--- src/rtl/cache_fill_ctrl_if.sv ---
// Refill controller bus bundle: cache-side miss/address inputs, the
// single-word memory read handshake, and the block write-back outputs.
interface cache_fill_ctrl_if #(
  parameter int ADDR_W = 15,
  parameter int DATA_W = 32,
  parameter int CNT_W  = 16
);
  logic              miss;
  logic [ADDR_W-1:0] address;
  logic              mem_req;
  logic [ADDR_W-1:0] mem_addr;
  logic              mem_ack;
  logic [DATA_W-1:0] mem_rdata;
  logic [DATA_W-1:0] data1;
  logic [DATA_W-1:0] data2;
  logic [DATA_W-1:0] data3;
  logic [DATA_W-1:0] data4;
  logic              write;
  logic              stall;
  logic              busy;
  logic [CNT_W-1:0]  fill_count;

  // Controller side
  modport master (
    input  miss, address, mem_ack, mem_rdata,
    output mem_req, mem_addr, data1, data2, data3, data4,
           write, stall, busy, fill_count
  );

  // Cache / memory side
  modport slave (
    output miss, address, mem_ack, mem_rdata,
    input  mem_req, mem_addr, data1, data2, data3, data4,
           write, stall, busy, fill_count
  );
endinterface

--- src/rtl/cache_fill_ctrl.sv ---
// Cache refill engine: on a miss, fetch the aligned 4-word block one word
// per memory handshake, then strobe all four words into the cache at once.
// The processor is stalled from the miss until one cycle after the write.
module cache_fill_ctrl #(
  parameter int ADDR_W = 15,
  parameter int DATA_W = 32,
  parameter int CNT_W  = 16
) (
  input logic              clk,
  input logic              rst,
  cache_fill_ctrl_if.master bus
);

  typedef enum logic [1:0] {IDLE, FETCH, WRITE, SETTLE} state_t;

  state_t                       state;
  logic [1:0]                   idx;
  // Only the block-aligned part of the base is stored; the low two bits
  // of every fetch address come from idx, so a block can never carry
  // into the index field.
  logic [ADDR_W-3:0]            base_hi;
  logic [3:0][DATA_W-1:0]       words;
  logic [CNT_W-1:0]             fill_count;

  // Refill sequencing, word capture and saturating refill counter
  always_ff @(posedge clk or posedge rst) begin
    if (rst) begin
      state      <= IDLE;
      idx        <= 2'd0;
      base_hi    <= '0;
      words      <= '0;
      fill_count <= '0;
    end else begin
      case (state)
        IDLE: begin
          if (bus.miss) begin
            base_hi <= bus.address[ADDR_W-1:2];
            idx     <= 2'd0;
            state   <= FETCH;
          end
        end
        FETCH: begin
          // Slots are overwritten one at a time; untouched slots keep the
          // previous block until their word arrives.
          if (bus.mem_ack) begin
            words[idx] <= bus.mem_rdata;
            if (idx == 2'd3) state <= WRITE;
            else             idx   <= idx + 2'd1;
          end
        end
        WRITE: begin
          if (fill_count != '1) fill_count <= fill_count + CNT_W'(1);
          state <= SETTLE;
        end
        SETTLE: begin
          // Gives the cache one cycle to see the hit before miss is
          // sampled again.
          state <= IDLE;
        end
        default: state <= IDLE;
      endcase
    end
  end

  assign bus.busy       = (state != IDLE);
  assign bus.stall      = (state != IDLE);
  assign bus.mem_req    = (state == FETCH);
  assign bus.mem_addr   = (state == FETCH) ? {base_hi, idx} : '0;
  assign bus.write      = (state == WRITE);
  assign bus.data1      = words[0];
  assign bus.data2      = words[1];
  assign bus.data3      = words[2];
  assign bus.data4      = words[3];
  assign bus.fill_count = fill_count;

endmodule

--- src/flat_wrapper.sv ---
// flat-port wrapper written by rule: the top's interface ports become plain ports
module cache_fill_ctrl_flat 
#(
  parameter int ADDR_W = 15,
  parameter int DATA_W = 32,
  parameter int CNT_W  = 16
)
  (clk, rst, bus_miss, bus_address, bus_mem_ack, bus_mem_rdata, bus_mem_req, bus_mem_addr, bus_data1, bus_data2, bus_data3, bus_data4, bus_write, bus_stall, bus_busy, bus_fill_count);
  cache_fill_ctrl_if #(.ADDR_W(ADDR_W), .DATA_W(DATA_W), .CNT_W(CNT_W)) bus_i ();
  input logic clk;
  input logic rst;
  input wire logic [$bits(bus_i.miss)-1:0] bus_miss;
  input wire logic [$bits(bus_i.address)-1:0] bus_address;
  input wire logic [$bits(bus_i.mem_ack)-1:0] bus_mem_ack;
  input wire logic [$bits(bus_i.mem_rdata)-1:0] bus_mem_rdata;
  output wire logic [$bits(bus_i.mem_req)-1:0] bus_mem_req;
  output wire logic [$bits(bus_i.mem_addr)-1:0] bus_mem_addr;
  output wire logic [$bits(bus_i.data1)-1:0] bus_data1;
  output wire logic [$bits(bus_i.data2)-1:0] bus_data2;
  output wire logic [$bits(bus_i.data3)-1:0] bus_data3;
  output wire logic [$bits(bus_i.data4)-1:0] bus_data4;
  output wire logic [$bits(bus_i.write)-1:0] bus_write;
  output wire logic [$bits(bus_i.stall)-1:0] bus_stall;
  output wire logic [$bits(bus_i.busy)-1:0] bus_busy;
  output wire logic [$bits(bus_i.fill_count)-1:0] bus_fill_count;
  assign bus_i.miss = bus_miss;
  assign bus_i.address = bus_address;
  assign bus_i.mem_ack = bus_mem_ack;
  assign bus_i.mem_rdata = bus_mem_rdata;
  assign bus_mem_req = bus_i.mem_req;
  assign bus_mem_addr = bus_i.mem_addr;
  assign bus_data1 = bus_i.data1;
  assign bus_data2 = bus_i.data2;
  assign bus_data3 = bus_i.data3;
  assign bus_data4 = bus_i.data4;
  assign bus_write = bus_i.write;
  assign bus_stall = bus_i.stall;
  assign bus_busy = bus_i.busy;
  assign bus_fill_count = bus_i.fill_count;
  cache_fill_ctrl #(.ADDR_W(ADDR_W), .DATA_W(DATA_W), .CNT_W(CNT_W)) u_core (.clk(clk), .rst(rst), .bus(bus_i));
endmodule
--- config.mk ---
export PLATFORM = sky130hd
export DESIGN_NAME = cache_fill_ctrl_flat
export DESIGN_NICKNAME = d
export VERILOG_FILES = /design/src/rtl/cache_fill_ctrl_if.sv /design/src/rtl/cache_fill_ctrl.sv /design/src/flat_wrapper.sv
export SDC_FILE = /design/constraint.sdc
export NUM_CORES = 1
export LEC_CHECK = 0
export BUFFER_PORTS_ARGS = -buffer_cell sky130_fd_sc_hd__buf_2
export CAP_MARGIN = 20
export CORE_MARGIN = 4
export CORE_UTILIZATION = 39
export DETAILED_ROUTE_END_ITERATION = 8
export HOLD_SLACK_MARGIN = 0.1
export PLACE_DENSITY = 0.67
export SLEW_MARGIN = 0
export SYNTH_ARGS = -nofsm -noshare
export SYNTH_HDL_FRONTEND = slang
export SYNTH_SLANG_ARGS = --single-unit
--- constraint.sdc ---
create_clock -name clk -period 5.65 [get_ports clk]
set_clock_uncertainty 0.1 [all_clocks]
set_input_delay 1.13 -clock clk [delete_from_list [all_inputs] [get_ports clk]]
set_output_delay 1.13 -clock clk [all_outputs]
set_load 0.01 [all_outputs]
==> parameters.txt, run 1 <==
Parameter                              Value

Die
  Width of the die ... 136.5 um
  Area enclosed by the die boundary ... 0.01864 mm^2
  # IOs ... 214
  Initial cell density of the core ... 0.4011
  Area of the core region ... 0.01606 mm^2
  Number of placement rows ... 46
  Die outline height ... 136.5 um

Cells and area
  Finished Layout Cells ... 873
  Fraction of layout cells with a size suffix above 1 ... 0.6134
  Design Area, Final ... 0.008384 mm^2
  Count of fill cells added during filler insertion ... 1357
  Area grow syn2layout ... 30.17%
  Inserted Diodes ... 0
  Layout net count ... 704
  Post-Route Utilization ... 0.5221

Pwr
  Leakage component of the power ... 4.412 nW
  Cell area power density ... 549.2 mW/mm^2
  Worst IR drop on VDD ... 0.0002582 V
  Power Total ... 4.605 mW

Critical path
  Max Fanout on Critical Path ... 24
  Setup crit start kind ... register
  Cell-by-cell listing of the critical path ... inv_1, ha_1, and2_1, buf_2
  Crit path capture ... bus_mem_addr[14]
  Worst reg-to-reg path cell count ... 5
  Slowest library cell on the worst path ... sky130_fd_sc_hd__ha_1
  Setup CP Type ... register to primary output
  Startpoint of the worst setup timing path ... u_core.state[1]$_DFFE_PP0P_
  Delay of the slowest cell on the worst path ... 680 ps
  R2R Path Start ... u_core.state[1]$_DFFE_PP0P_
  Arrival time at the worst endpoint ... 1930 ps
  Setup slack of the worst register-to-register path ... 2890 ps
  Endpoint of the most critical register-to-register path ... u_core.bus.data3[2]$_DFFE_PP0P_
  Capturing element type of the critical path ... primary output
  Critical path required time ... 4420 ps

GRT
  Total overflow reported by the global router ... 0
  Vias in the first global route ... 4606
  Largest net degree at the start of global routing ... 124
  Number of antenna violations at the first check in global routing ... 0
  Wire length of the first global-routing pass ... 24310 um
  Overall Global Routing Usage ... 0.1694

CTS
  CTS Buf Count ... 17
  Htree depth ... 4
  Clock transition at the registers of the reported paths ... 60 ps
  Post-CTS setup buffers ... 0
  Number of hold buffers added after CTS ... 0
  Clock sink total ... 161
  Clock Latency Late Sink ... 420 ps
  CTS tree ... done
  CTS Root Cell ... sky130_fd_sc_hd__clkbuf_16
  Maximum root-to-sink buffer count ... 2
  Count of cells resized by post-cts repair ... 0

Place
  Global placer's final weighted congestion ... 0.7707
  Worst-case setup slack after placement ... 2856 ps
  Cell area after placement ... 0.007786 mm^2
  Number of placed cells counting well taps ... 841
  Post-detail-place hpwl ... 11050 um
  Number of input and output port buffers inserted ... 211

Worst hold path
  Count of cells along the worst hold path ... 1
  Type of the worst min-delay path ... register to register

Timing
  Post-route fraction of the period consumed by the critical path ... 0.5596
  Final setup violation count ... 0
  Total count of hold-check failures in the final report ... 0
  Max Transition Viols Final ... 0
  Slew headroom ... 0.4680
  Fmax ... 0.3163 GHz
  Worst hold slack after final layout ... 398.3 ps
  Final critical-path setup slack ... 2488 ps
  Clock period minus worst slack ... 3162 ps
  Slew at the pin closest to its max-slew limit ... 798.0 ps
  Final setup TNS ... 0 ps
  Setup repair after global routing missed its margin ... false

Route
  Post-detailed-route via-to-cell ratio ... 4.884
  Antenna violation net count after detailed routing ... 0
  Aggregate routed wire length ... 15500 um
  Initial DRC Count ... 137
  Number of iterations in the first detailed-routing pass ... 5
  Mean routed wirelength per cell ... 17.76 um
  Vias after detailed routing ... 4264
  Count of unresolved DRC violations after routing ... 0

Outcome
  Run status ... completed

Logic synthesis
  Mapped Avg Cell Area ... 15.12 um^2
  Number of warnings issued by yosys ... 0
  Sequential area share after synthesis ... 0.6255
  Number of flip-flops and latches in the synthesized netlist ... 161
  Synthesized instance count ... 426
  Syn_nets ... 485
  Distinct cell type count after synthesis ... 33
  Netlist area before placement ... 0.006441 mm^2

Job
  Max-cap viol count ... 0
[flip-flops by register name, indices dropped and copies added, names as in the netlist]
name                   flops
u_core.bus.data3          32
u_core.bus.fill_count     16
u_core.bus.data2          32
u_core.bus.data1          32
u_core.base_hi            13
u_core.idx                 2
u_core.state               2
u_core.bus.data4          32
[power breakdown]
group / switching [mW] / internal, mW
clock network: 0.460 / 0.644
registers: 0.268 / 1.64
logic: 0.788 / 0.803
total: 1.52 / 3.09
[placed cells by master (no fill, tap or decap), types with 2 or more instances in the layout]
| cell type | count |
|---|---|
| sky130_fd_sc_hd__clkbuf_16 | 17 |
| sky130_fd_sc_hd__nor4_1 | 5 |
| sky130_fd_sc_hd__nand3_2 | 4 |
| sky130_fd_sc_hd__nand4_4 | 2 |
| sky130_fd_sc_hd__o21ai_0 | 5 |
| sky130_fd_sc_hd__nor3_1 | 2 |
| sky130_fd_sc_hd__a21oi_1 | 3 |
| sky130_fd_sc_hd__inv_1 | 7 |
| sky130_fd_sc_hd__nand3_1 | 4 |
| sky130_fd_sc_hd__a22o_1 | 3 |
| sky130_fd_sc_hd__inv_6 | 5 |
| sky130_fd_sc_hd__ha_1 | 8 |
| sky130_fd_sc_hd__clkinv_4 | 2 |
| sky130_fd_sc_hd__buf_12 | 2 |
| sky130_fd_sc_hd__dfrtp_1 | 161 |
| sky130_fd_sc_hd__clkinv_2 | 2 |
| sky130_fd_sc_hd__clkbuf_8 | 3 |
| sky130_fd_sc_hd__and3_1 | 3 |
| sky130_fd_sc_hd__nand2_1 | 10 |
| sky130_fd_sc_hd__xor2_1 | 6 |
| sky130_fd_sc_hd__buf_2 | 211 |
| sky130_fd_sc_hd__xnor2_1 | 3 |
| sky130_fd_sc_hd__nor2_1 | 6 |
| sky130_fd_sc_hd__a31oi_1 | 2 |
| sky130_fd_sc_hd__mux2_2 | 145 |
| sky130_fd_sc_hd__buf_4 | 3 |
| sky130_fd_sc_hd__nand4_1 | 4 |
| sky130_fd_sc_hd__and2_1 | 15 |
[area by class of cell]
class | count | area [um^2] | share of cell area
inverters | 8 | 35.03 | 0.004178
repair buffers | 217 | 1146 | 0.1367
clock buffers | 21 | 470.5 | 0.05611
clock inverters | 10 | 100.1 | 0.01194
flip-flops and latches | 161 | 4029 | 0.4805
well taps | 216 | 270.3 | 0.03223
multi-input cells | 240 | 2333 | 0.2783
[worst min path at each step]
stage	startpoint	endpoint	slack, ps
finish	u_core.bus.data3[22]$_DFFE_PP0P_	u_core.bus.data3[22]$_DFFE_PP0P_	400
CTS	u_core.bus.data3[22]$_DFFE_PP0P_	u_core.bus.data3[22]$_DFFE_PP0P_	400
global route	u_core.bus.data2[11]$_DFFE_PP0P_	u_core.bus.data2[11]$_DFFE_PP0P_	410
global placement	u_core.base_hi[1]$_DFFE_PP0P_	u_core.base_hi[1]$_DFFE_PP0P_	380
detailed placement	u_core.base_hi[12]$_DFFE_PP0P_	u_core.base_hi[12]$_DFFE_PP0P_	390
floorplan	u_core.base_hi[10]$_DFFE_PP0P_	u_core.base_hi[10]$_DFFE_PP0P_	370
[Yosys cell counts, drive strengths merged]
master / count / area (um^2)
or4b: 1 / 13.76
nand4: 6 / 67.56
o41ai: 1 / 16.27
o21bai: 1 / 7.510
and3: 3 / 18.77
dfrtp: 161 / 4029
nor3b: 1 / 7.510
a21oi: 3 / 15.01
nor2b: 1 / 6.260
nor2: 6 / 22.52
nor4: 5 / 31.28
nand3b: 1 / 7.510
ha: 8 / 100.1
o21ai: 5 / 25.02
and2: 15 / 93.84
mux2: 147 / 1659
a31oi: 2 / 12.51
a22o: 3 / 26.28
nor3: 3 / 20.02
buf: 10 / 41.29
nand2b: 1 / 6.260
xor2: 6 / 52.55
inv: 8 / 30.03
nand3: 8 / 40.04
clkbuf: 7 / 27.52
xnor2: 3 / 26.28
nand2: 10 / 37.54
[per-layer routing]
layer / track usage / wire length [um] / up-vias
li1: - / - / 1947
met1: 0.1960 / 6012 / 2151
met2: 0.2911 / 8225 / 146
met3: 0.05478 / 986 / 20
met4: 0.06775 / 278 / 0
met5: 0 / 0 / -
[worst max-delay path, delay by kind of cell, from the launching register on]
kind                     cells  cell delay [ps]
AND/OR/NAND/NOR              1              230
buffers and inverters        2              220
flip-flops                   1              380
adder cells (fa/ha/maj)      1              680
[cells by family (layout without fill, tap and decap cells)]
| kind of cell | count (synthesis) | after routing | share of synthesized area |
|---|---|---|---|
| AOI/OAI and AO/OA | 15 | 15 | 0.01593 |
| muxes | 147 | 147 | 0.2576 |
| adders and majority gates | 8 | 8 | 0.01554 |
| buffers and inverters | 25 | 256 | 0.01535 |
| xor gates and xnor gates | 9 | 9 | 0.01224 |
| DFF | 161 | 161 | 0.6255 |
| and+or+nand+nor | 61 | 61 | 0.05789 |
Power figures use the tool's default switching activity.
==> run 2, diff against run 1 <==
--- a/config.mk
+++ b/config.mk
@@ -11,7 +11,6 @@
 export CORE_UTILIZATION = 39
 export DETAILED_ROUTE_END_ITERATION = 8
 export HOLD_SLACK_MARGIN = 0.1
-export PLACE_DENSITY = 0.67
 export SLEW_MARGIN = 0
 export SYNTH_ARGS = -nofsm -noshare
 export SYNTH_HDL_FRONTEND = slang
==> constraint.sdc (replaced) <==
create_clock -name clk -period 3.1 [get_ports clk]
set_clock_uncertainty 0.1 [all_clocks]
set_input_delay 0.62 -clock clk [delete_from_list [all_inputs] [get_ports clk]]
set_output_delay 0.62 -clock clk [all_outputs]
set_load 0.01 [all_outputs]
==> parameters.txt, run 2 (same netlist as run 1, synthesis figures left out) <==
Parameter                              Value

Pwr
  Cell area power density ... 1016 mW/mm^2 (+85%)
  Worst IR drop on VDD ... 0.0004721 V (+83%)
  Share of total power in sequential cells ... 0.408 (-0.007)
  Switching share of power ... 0.3207 (-0.008472)
  Leakage component of the power ... 4.422 nW (+0.24%)
  Internal Dissipation ... 5.813 mW (+88%)
  Clock network fraction of design power ... 0.258 (+0.018)
  Power Total ... 8.558 mW (+86%)
  Net Switching ... 2.745 mW (+81%)
  Logic pwr share ... 0.335 (-0.010)

Timing
  Post-route fraction of the period consumed by the critical path ... 0.7871
  Clock period minus worst slack ... 2440 ps
  Slew at the pin closest to its max-slew limit ... 824.3 ps (+26.39 ps)
  Total count of hold-check failures in the final report ... 0 (unchanged)
  Final setup TNS ... 0 ps (unchanged)
  Final setup violation count ... 0 (unchanged)
  Max Transition Viols Final ... 0 (unchanged)
  Slew headroom ... 0.4504 (-0.01759)
  Setup repair after global routing missed its margin ... false
  Worst hold slack after final layout ... 331.4 ps (-66.91 ps)
  Fmax ... 0.4098 GHz

Die
  Die outline height ... 136.5 um (unchanged)
  Width of the die ... 136.5 um (unchanged)
  Area enclosed by the die boundary ... 0.01864 mm^2 (unchanged)
  Number of placement rows ... 46 (unchanged)
  Initial cell density of the core ... 0.4011 (unchanged)
  # IOs ... 214 (unchanged)
  Area of the core region ... 0.01606 mm^2 (unchanged)

Critical path
  Max Fanout on Critical Path ... 20 (-17%)
  Slowest library cell on the worst path ... sky130_fd_sc_hd__dfrtp_1
  Critical path required time ... 2380 ps (-2040 ps)
  Cell-by-cell listing of the critical path ... inv_1, ha_1, buf_4, and2_1, buf_2
  Setup CP Type ... register to primary output
  Crit path buffers/inverters ... 3 (+1)
  Delay of the slowest cell on the worst path ... 380 ps (-300 ps)
  Kind of cell adding the most delay to the critical path ... buffers and inverters
  Capturing element type of the critical path ... primary output
  R2R Path Start ... u_core.state[0]$_DFFE_PP0P_
  Setup crit start kind ... register
  Startpoint of the worst setup timing path ... u_core.state[1]$_DFFE_PP0P_
  Arrival time at the worst endpoint ... 1720 ps (-210 ps)

Place
  Post-detail-place hpwl ... 10800 um (-2.3%)
  Number of input and output port buffers inserted ... 211 (unchanged)
  Global placer's final weighted congestion ... 0.8018 (+4.0%)
  Cell area after placement ... 0.007805 mm^2 (+0.24%)

Cells and area
  Inserted Diodes ... 0 (unchanged)
  Design Area, Final ... 0.008424 mm^2 (+0.48%)
  Post-Route Utilization ... 0.5246 (+0.002493)
  Fraction of layout cells with a size suffix above 1 ... 0.6094 (-0.003972)
  Most frequent cells in the layout ... 211 x sky130_fd_sc_hd__buf_2, 161 x sky130_fd_sc_hd__dfrtp_1, 145 x sky130_fd_sc_hd__mux2_2
  Count of fill cells added during filler insertion ... 1396 (+2.9%)
  Layout net count ... 704 (unchanged)
  Most frequent standard cell in the layout excluding fill and tap cells ... sky130_fd_sc_hd__buf_2
  Area grow syn2layout ... 30.79%

Route
  Antenna violation net count after detailed routing ... 0 (unchanged)
  Post-detailed-route via-to-cell ratio ... 4.848 (-0.75%)
  Aggregate routed wire length ... 15230 um (-1.7%)
  Count of unresolved DRC violations after routing ... 0 (unchanged)
  Number of iterations in the first detailed-routing pass ... 4 (-1)
  Initial DRC Count ... 133 (-2.9%)
  Mean routed wirelength per cell ... 17.43 um (-1.8%)
  Vias after detailed routing ... 4237 (-0.63%)

GRT
  Wire length of the first global-routing pass ... 23840 um (-1.9%)
  Largest net degree at the start of global routing ... 162 (+31%)
  Number of antenna violations at the first check in global routing ... 1 (+1)
  Overall Global Routing Usage ... 0.1654 (-0.004011)
  Total overflow reported by the global router ... 0 (unchanged)
  Vias in the first global route ... 4406 (-4.3%)

CTS
  CTS Buf Count ... 17 (unchanged)
  Clock sink total ... 161 (unchanged)
  CTS Root Cell ... sky130_fd_sc_hd__clkbuf_16
  Count of cells resized by post-cts repair ... 0 (unchanged)
  Maximum root-to-sink buffer count ... 2 (unchanged)
  Clock Latency Late Sink ... 410 ps (about the same)
  Post-CTS setup buffers ... 0 (unchanged)
  Clock transition at the registers of the reported paths ... 60 ps (about the same)
  Htree depth ... 4 (unchanged)
  Number of hold buffers added after CTS ... 0 (unchanged)
  CTS tree ... done

Job
  Max-cap viol count ... 0 (unchanged)

Outcome
  Run status ... completed

Worst hold path
  Start point of the worst min-delay path ... bus_address[8]
  Type of the worst min-delay path ... primary input to register
[run 2: changes by cell type in the layout (fill, tap and decap cells not counted), sizes merged]
| cell | previous run | this run |
|---|---|---|
| bufinv | 1 | 4 |
| inv | 12 | 10 |
| clkinv | 4 | 3 |
| clkinvlp | 1 | 2 |
[run 2: metrics by stage]
stage | setup WS [ps] | std cells
final | 660.0 | 874
after global routing | 485.6 | 874
after CTS | 614.2 | 874
after detailed placement | 910.2 | 842
after global placement | 953.8 | 842
after floorplan | 337.2 | 426
[run 2: worst reg2reg max path, delay by kind of cell (launching register included)]
kind | cells | cell delay, ps
mux | 1 | 330
flops | 1 | 380
simple gates | 3 | 750
buf+inv | 1 | 100
fa+ha+maj | 1 | 400
[run 2: routing by layer]
metal | vias to the layer above | part of all wire | track usage
met4 | 2 | 0.017 | 0.05431
met5 | - | 0.00085 | 0
met2 | 149 | 0.48 | 0.2670
li1 | 1950 | - | -
met3 | 20 | 0.086 | 0.06066
met1 | 2116 | 0.42 | 0.2068
[run 2: power groups by stage]
stage                     Combinational, mW  Clock (mW)  Sequential, mW
after floorplan                        1.30           0            3.82
after global placement                 2.86           0            3.47
after detailed placement               2.93           0            3.52
after CTS                              2.93        2.26            3.49
after global routing                   3.13        2.36            3.59
final                                  2.87        2.20            3.49
[run 2: worst paths after layout]
kind,slack (ps),end,cells past startpoint
hold / removal,330,u_core.base_hi[6]$_DFFE_PP0P_,2
min in group asynchronous,370,u_core.base_hi[1]$_DFFE_PP0P_,3
max in group asynchronous,1950,u_core.bus.data4[15]$_DFFE_PP0P_,3
setup reg to reg,930,u_core.bus.fill_count[15]$_DFFE_PP0P_,6
setup / recovery,660,bus_mem_addr[1],5
hold reg to reg,390,u_core.base_hi[9]$_DFFE_PP0P_,1
[run 2: layout make-up]
type,count,area (um^2),area share
clock buffer,21,440.4,0.05228
inverter,8,33.78,0.004010
sequential,161,4029,0.4782
multi-input combinational,240,2333,0.2770
timing repair buffer,217,1139,0.1352
clock inverter,11,178.9,0.02124
tap,216,270.3,0.03208
==> run 3, diff against run 2 <==
--- a/config.mk
+++ b/config.mk
@@ -5,6 +5,7 @@
 export SDC_FILE = /design/constraint.sdc
 export NUM_CORES = 1
 export LEC_CHECK = 0
+export ABC_AREA = 1
 export BUFFER_PORTS_ARGS = -buffer_cell sky130_fd_sc_hd__buf_2
 export CAP_MARGIN = 20
 export CORE_MARGIN = 4
==> constraint.sdc (replaced) <==
create_clock -name clk -period 2.3 [get_ports clk]
set_clock_uncertainty 0.1 [all_clocks]
set_input_delay 0.46 -clock clk [delete_from_list [all_inputs] [get_ports clk]]
set_output_delay 0.46 -clock clk [all_outputs]
set_load 0.01 [all_outputs]
==> parameters.txt, run 3 <==
Parameter                              Value

Pwr
  Switching share of power ... 0.3649 (+0.04418)
  Leakage component of the power ... 4.608 nW (+4.2%)
  Internal Dissipation ... 7.048 mW (+21%)
  Share of total power in sequential cells ... 0.415 (+0.007)
  Worst IR drop on VDD ... 0.0006819 V (+44%)
  Net Switching ... 4.049 mW (+48%)
  Clock network fraction of design power ... 0.259 (about the same)
  Power Total ... 11.10 mW (+30%)
  Logic pwr share ... 0.326 (-0.009)
  Cell area power density ... 1311 mW/mm^2 (+29%)

Logic synthesis
  Sequential area share after synthesis ... 0.6156 (-0.009925)
  Post-synth EDFFs ... 0 (unchanged)
  Synth Flop Type ... sky130_fd_sc_hd__dfrtp_1
  Distinct cell type count after synthesis ... 23 (-30%)
  Cell type with the largest total area after synthesis ... sky130_fd_sc_hd__dfrtp_1
  Netlist area before placement ... 0.006545 mm^2 (+1.6%)
  Cell types occupying the most area after synthesis ... sky130_fd_sc_hd__dfrtp_1 62%, sky130_fd_sc_hd__nand2_1 12%, sky130_fd_sc_hd__o21ai_0 8.6%, sky130_fd_sc_hd__inv_1 4.1%, sky130_fd_sc_hd__o21ai_1 2.4%
  Synthesized instance count ... 688 (+62%)
  Number of warnings issued by yosys ... 0 (unchanged)
  Fraction of synthesized cell area taken by the top area cell type ... 0.6156 (-0.009925)
  Fraction of synthesis flops using an asynchronous set or reset pin ... 1.000 (unchanged)
  Leading cell types by count after synthesis ... 206 x sky130_fd_sc_hd__nand2_1, 161 x sky130_fd_sc_hd__dfrtp_1, 112 x sky130_fd_sc_hd__o21ai_0, 71 x sky130_fd_sc_hd__inv_1, 31 x sky130_fd_sc_hd__o21ai_1
  Most numerous cell in the Yosys netlist ... sky130_fd_sc_hd__nand2_1
  Mapped Avg Cell Area ... 9.513 um^2 (-37%)
  Number of flip-flops and latches in the synthesized netlist ... 161 (unchanged)
  Syn_nets ... 747 (+54%)

Die
  # IOs ... 214 (unchanged)
  Number of placement rows ... 47 (+2.2%)
  Die outline height ... 137.5 um (+0.75%)
  Width of the die ... 137.5 um (+0.75%)
  Area enclosed by the die boundary ... 0.01892 mm^2 (+1.5%)
  Area of the core region ... 0.01652 mm^2 (+2.9%)
  Initial cell density of the core ... 0.3961 (-0.005044)

CTS
  CTS Buf Count ... 17 (unchanged)
  CTS Root Cell ... sky130_fd_sc_hd__clkbuf_16
  Clock sink total ... 161 (unchanged)
  Clock Latency Late Sink ... 420 ps (about the same)
  Htree depth ... 4 (unchanged)
  Clock transition at the registers of the reported paths ... 70 ps (about the same)
  CTS tree ... done
  Maximum root-to-sink buffer count ... 2 (unchanged)
  Post-CTS setup buffers ... 0 (unchanged)

Cells and area
  Count of fill cells added during filler insertion ... 1574 (+13%)
  Inserted Diodes ... 0 (unchanged)
  Most frequent cells in the layout ... 211 x sky130_fd_sc_hd__buf_2, 206 x sky130_fd_sc_hd__nand2_1, 161 x sky130_fd_sc_hd__dfrtp_1
  Layout net count ... 955 (+36%)
  Fraction of layout cells with a size suffix above 1 ... 0.3190 (-0.2904)
  Register area ... 0.004029 mm^2 (unchanged)
  Area grow syn2layout ... 29.33%
  Area of the multi-input gates ... 0.002115 mm^2 (-9.4%)
  Most frequent standard cell in the layout excluding fill and tap cells ... sky130_fd_sc_hd__buf_2
  Finished Layout Cells ... 1129 (+29%)

Place
  Global placer's final weighted congestion ... 0.7847 (-2.1%)
  Post-detail-place hpwl ... 11530 um (+6.7%)
  Number of input and output port buffers inserted ... 211 (unchanged)
  Number of placed cells counting well taps ... 1097 (+30%)

GRT
  Wire length of the first global-routing pass ... 26020 um (+9.1%)
  Number of antenna violations at the first check in global routing ... 0 (-1)
  Total overflow reported by the global router ... 0 (unchanged)
  Overall Global Routing Usage ... 0.1763 (+0.01090)
  Global routing usage on met3 ... 0.05734 (-0.003321)
  Vias in the first global route ... 4929 (+12%)
  Largest net degree at the start of global routing ... 66 (-59%)
  Top Usage Layer GRT ... met2
  Met1 track demand over resource in global routing ... 0.2340 (+0.02719)
  Met2 global-route usage ... 0.2722 (+0.005257)

Timing
  Worst hold slack after final layout ... 169.5 ps (-161.9 ps)
  Setup repair after global routing missed its margin ... true
  Fmax ... 0.4626 GHz
  Final setup TNS ... 0 ps (unchanged)
  Post-route fraction of the period consumed by the critical path ... 0.9399
  Max Transition Viols Final ... 0 (unchanged)
  Clock period minus worst slack ... 2162 ps
  Final setup violation count ... 0 (unchanged)
  Slew at the pin closest to its max-slew limit ... 642.5 ps (-181.8 ps)
  Slew headroom ... 0.5716 (+0.1212)
  Total count of hold-check failures in the final report ... 0 (unchanged)

Critical path
  Setup CP Type ... register to primary output
  Capturing element type of the critical path ... primary output
  Setup crit start kind ... register
  Arrival time at the worst endpoint ... 1600 ps (-120 ps)
  Critical path required time ... 1740 ps (-640 ps)
  Max Fanout on Critical Path ... 25 (+25%)

Route
  Count of unresolved DRC violations after routing ... 0 (unchanged)
  Post-detailed-route via-to-cell ratio ... 4.631 (-4.5%)
  Aggregate routed wire length ... 16510 um (+8.4%)
  Antenna violation net count after detailed routing ... 0 (unchanged)
  Vias after detailed routing ... 5228 (+23%)
  Number of iterations in the first detailed-routing pass ... 4 (unchanged)
  Mean routed wirelength per cell ... 14.63 um (-16%)
  Initial DRC Count ... 225 (+69%)

Job
  Max-cap viol count ... 0 (unchanged)

Worst hold path
  Type of the worst min-delay path ... primary input to register

Outcome
  Run status ... completed
run 3: power groups by stage:
stage | combinational, mW | clock, mW | sequential [mW]
global placement | 3.61 | 0 | 4.62
global route | 4.09 | 3.06 | 4.75
finish | 3.62 | 2.87 | 4.60
floorplan | 1.61 | 0 | 5.05
CTS | 3.71 | 2.95 | 4.61
detailed placement | 3.70 | 0 | 4.62
run 3: logic make-up after synthesis:
group,after synthesis,share of synthesized area
adder cells (fa/ha/maj),8,0.01529
flip-flops,161,0.6156
AND/OR/NAND/NOR,256,0.1696
buffers and inverters,104,0.06328
multiplexers,13,0.02237
XOR/XNOR,2,0.002677
AO/OA/AOI/OAI,144,0.1113
run 3: layout make-up:
type / count / share of cell area
clock buffer: 18 / 0.05188
clock inverter: 14 / 0.01951
inverter: 73 / 0.03282
multi-input combinational: 423 / 0.2498
sequential: 161 / 0.4760
tap: 220 / 0.03252
timing repair buffer: 220 / 0.1375
run 3: final timing paths:
path	from	endpoint	slack [ps]	depth (start not counted)
setup / recovery	u_core.state[1]$_DFFE_PP0P_	bus_mem_addr[1]	140	5
hold / removal	bus_address[11]	u_core.base_hi[9]$_DFFE_PP0P_	170	2
setup reg to reg	u_core.state[1]$_DFFE_PP0P_	u_core.bus.data2[27]$_DFFE_PP0P_	520	6
hold reg to reg	u_core.bus.data2[11]$_DFFE_PP0P_	u_core.bus.data2[11]$_DFFE_PP0P_	380	2
max in group asynchronous	rst	u_core.bus.data3[30]$_DFFE_PP0P_	940	4
min in group asynchronous	rst	u_core.bus.data1[4]$_DFFE_PP0P_	480	3
run 3: repair_timing:
item,4_1_cts,5_1_grt
hold endpoints to repair,14,0
hold buffers,1,0
endpoints found under the setup margin,14,11
gates resized for setup,2,0
run 3: layer usage:
metal	vias to the layer above	wire length, um	part of all wire
met1	2439	7393	0.45
met2	150	7641	0.46
met3	23	1163	0.070
met5	-	0	0
met4	0	314	0.019
li1	2616	-	-
run 3: through the flow:
step,cell area (um^2),util,worst slack (ps)
floorplan,6549,-,-302.8
global placement,7845,0.4747,335.1
detailed placement,7845,0.4747,349.2
CTS,8472,0.5127,75.58
global route,8464,0.5122,-3.800
finish,8464,0.5122,138.2
run 3: critical path, cell delays in order, from the launching register on:
cell	delay, ps
sky130_fd_sc_hd__dfrtp_1	380
sky130_fd_sc_hd__inv_1	130
sky130_fd_sc_hd__ha_4	330
sky130_fd_sc_hd__nand2_1	110
sky130_fd_sc_hd__inv_1	90
sky130_fd_sc_hd__buf_2	130
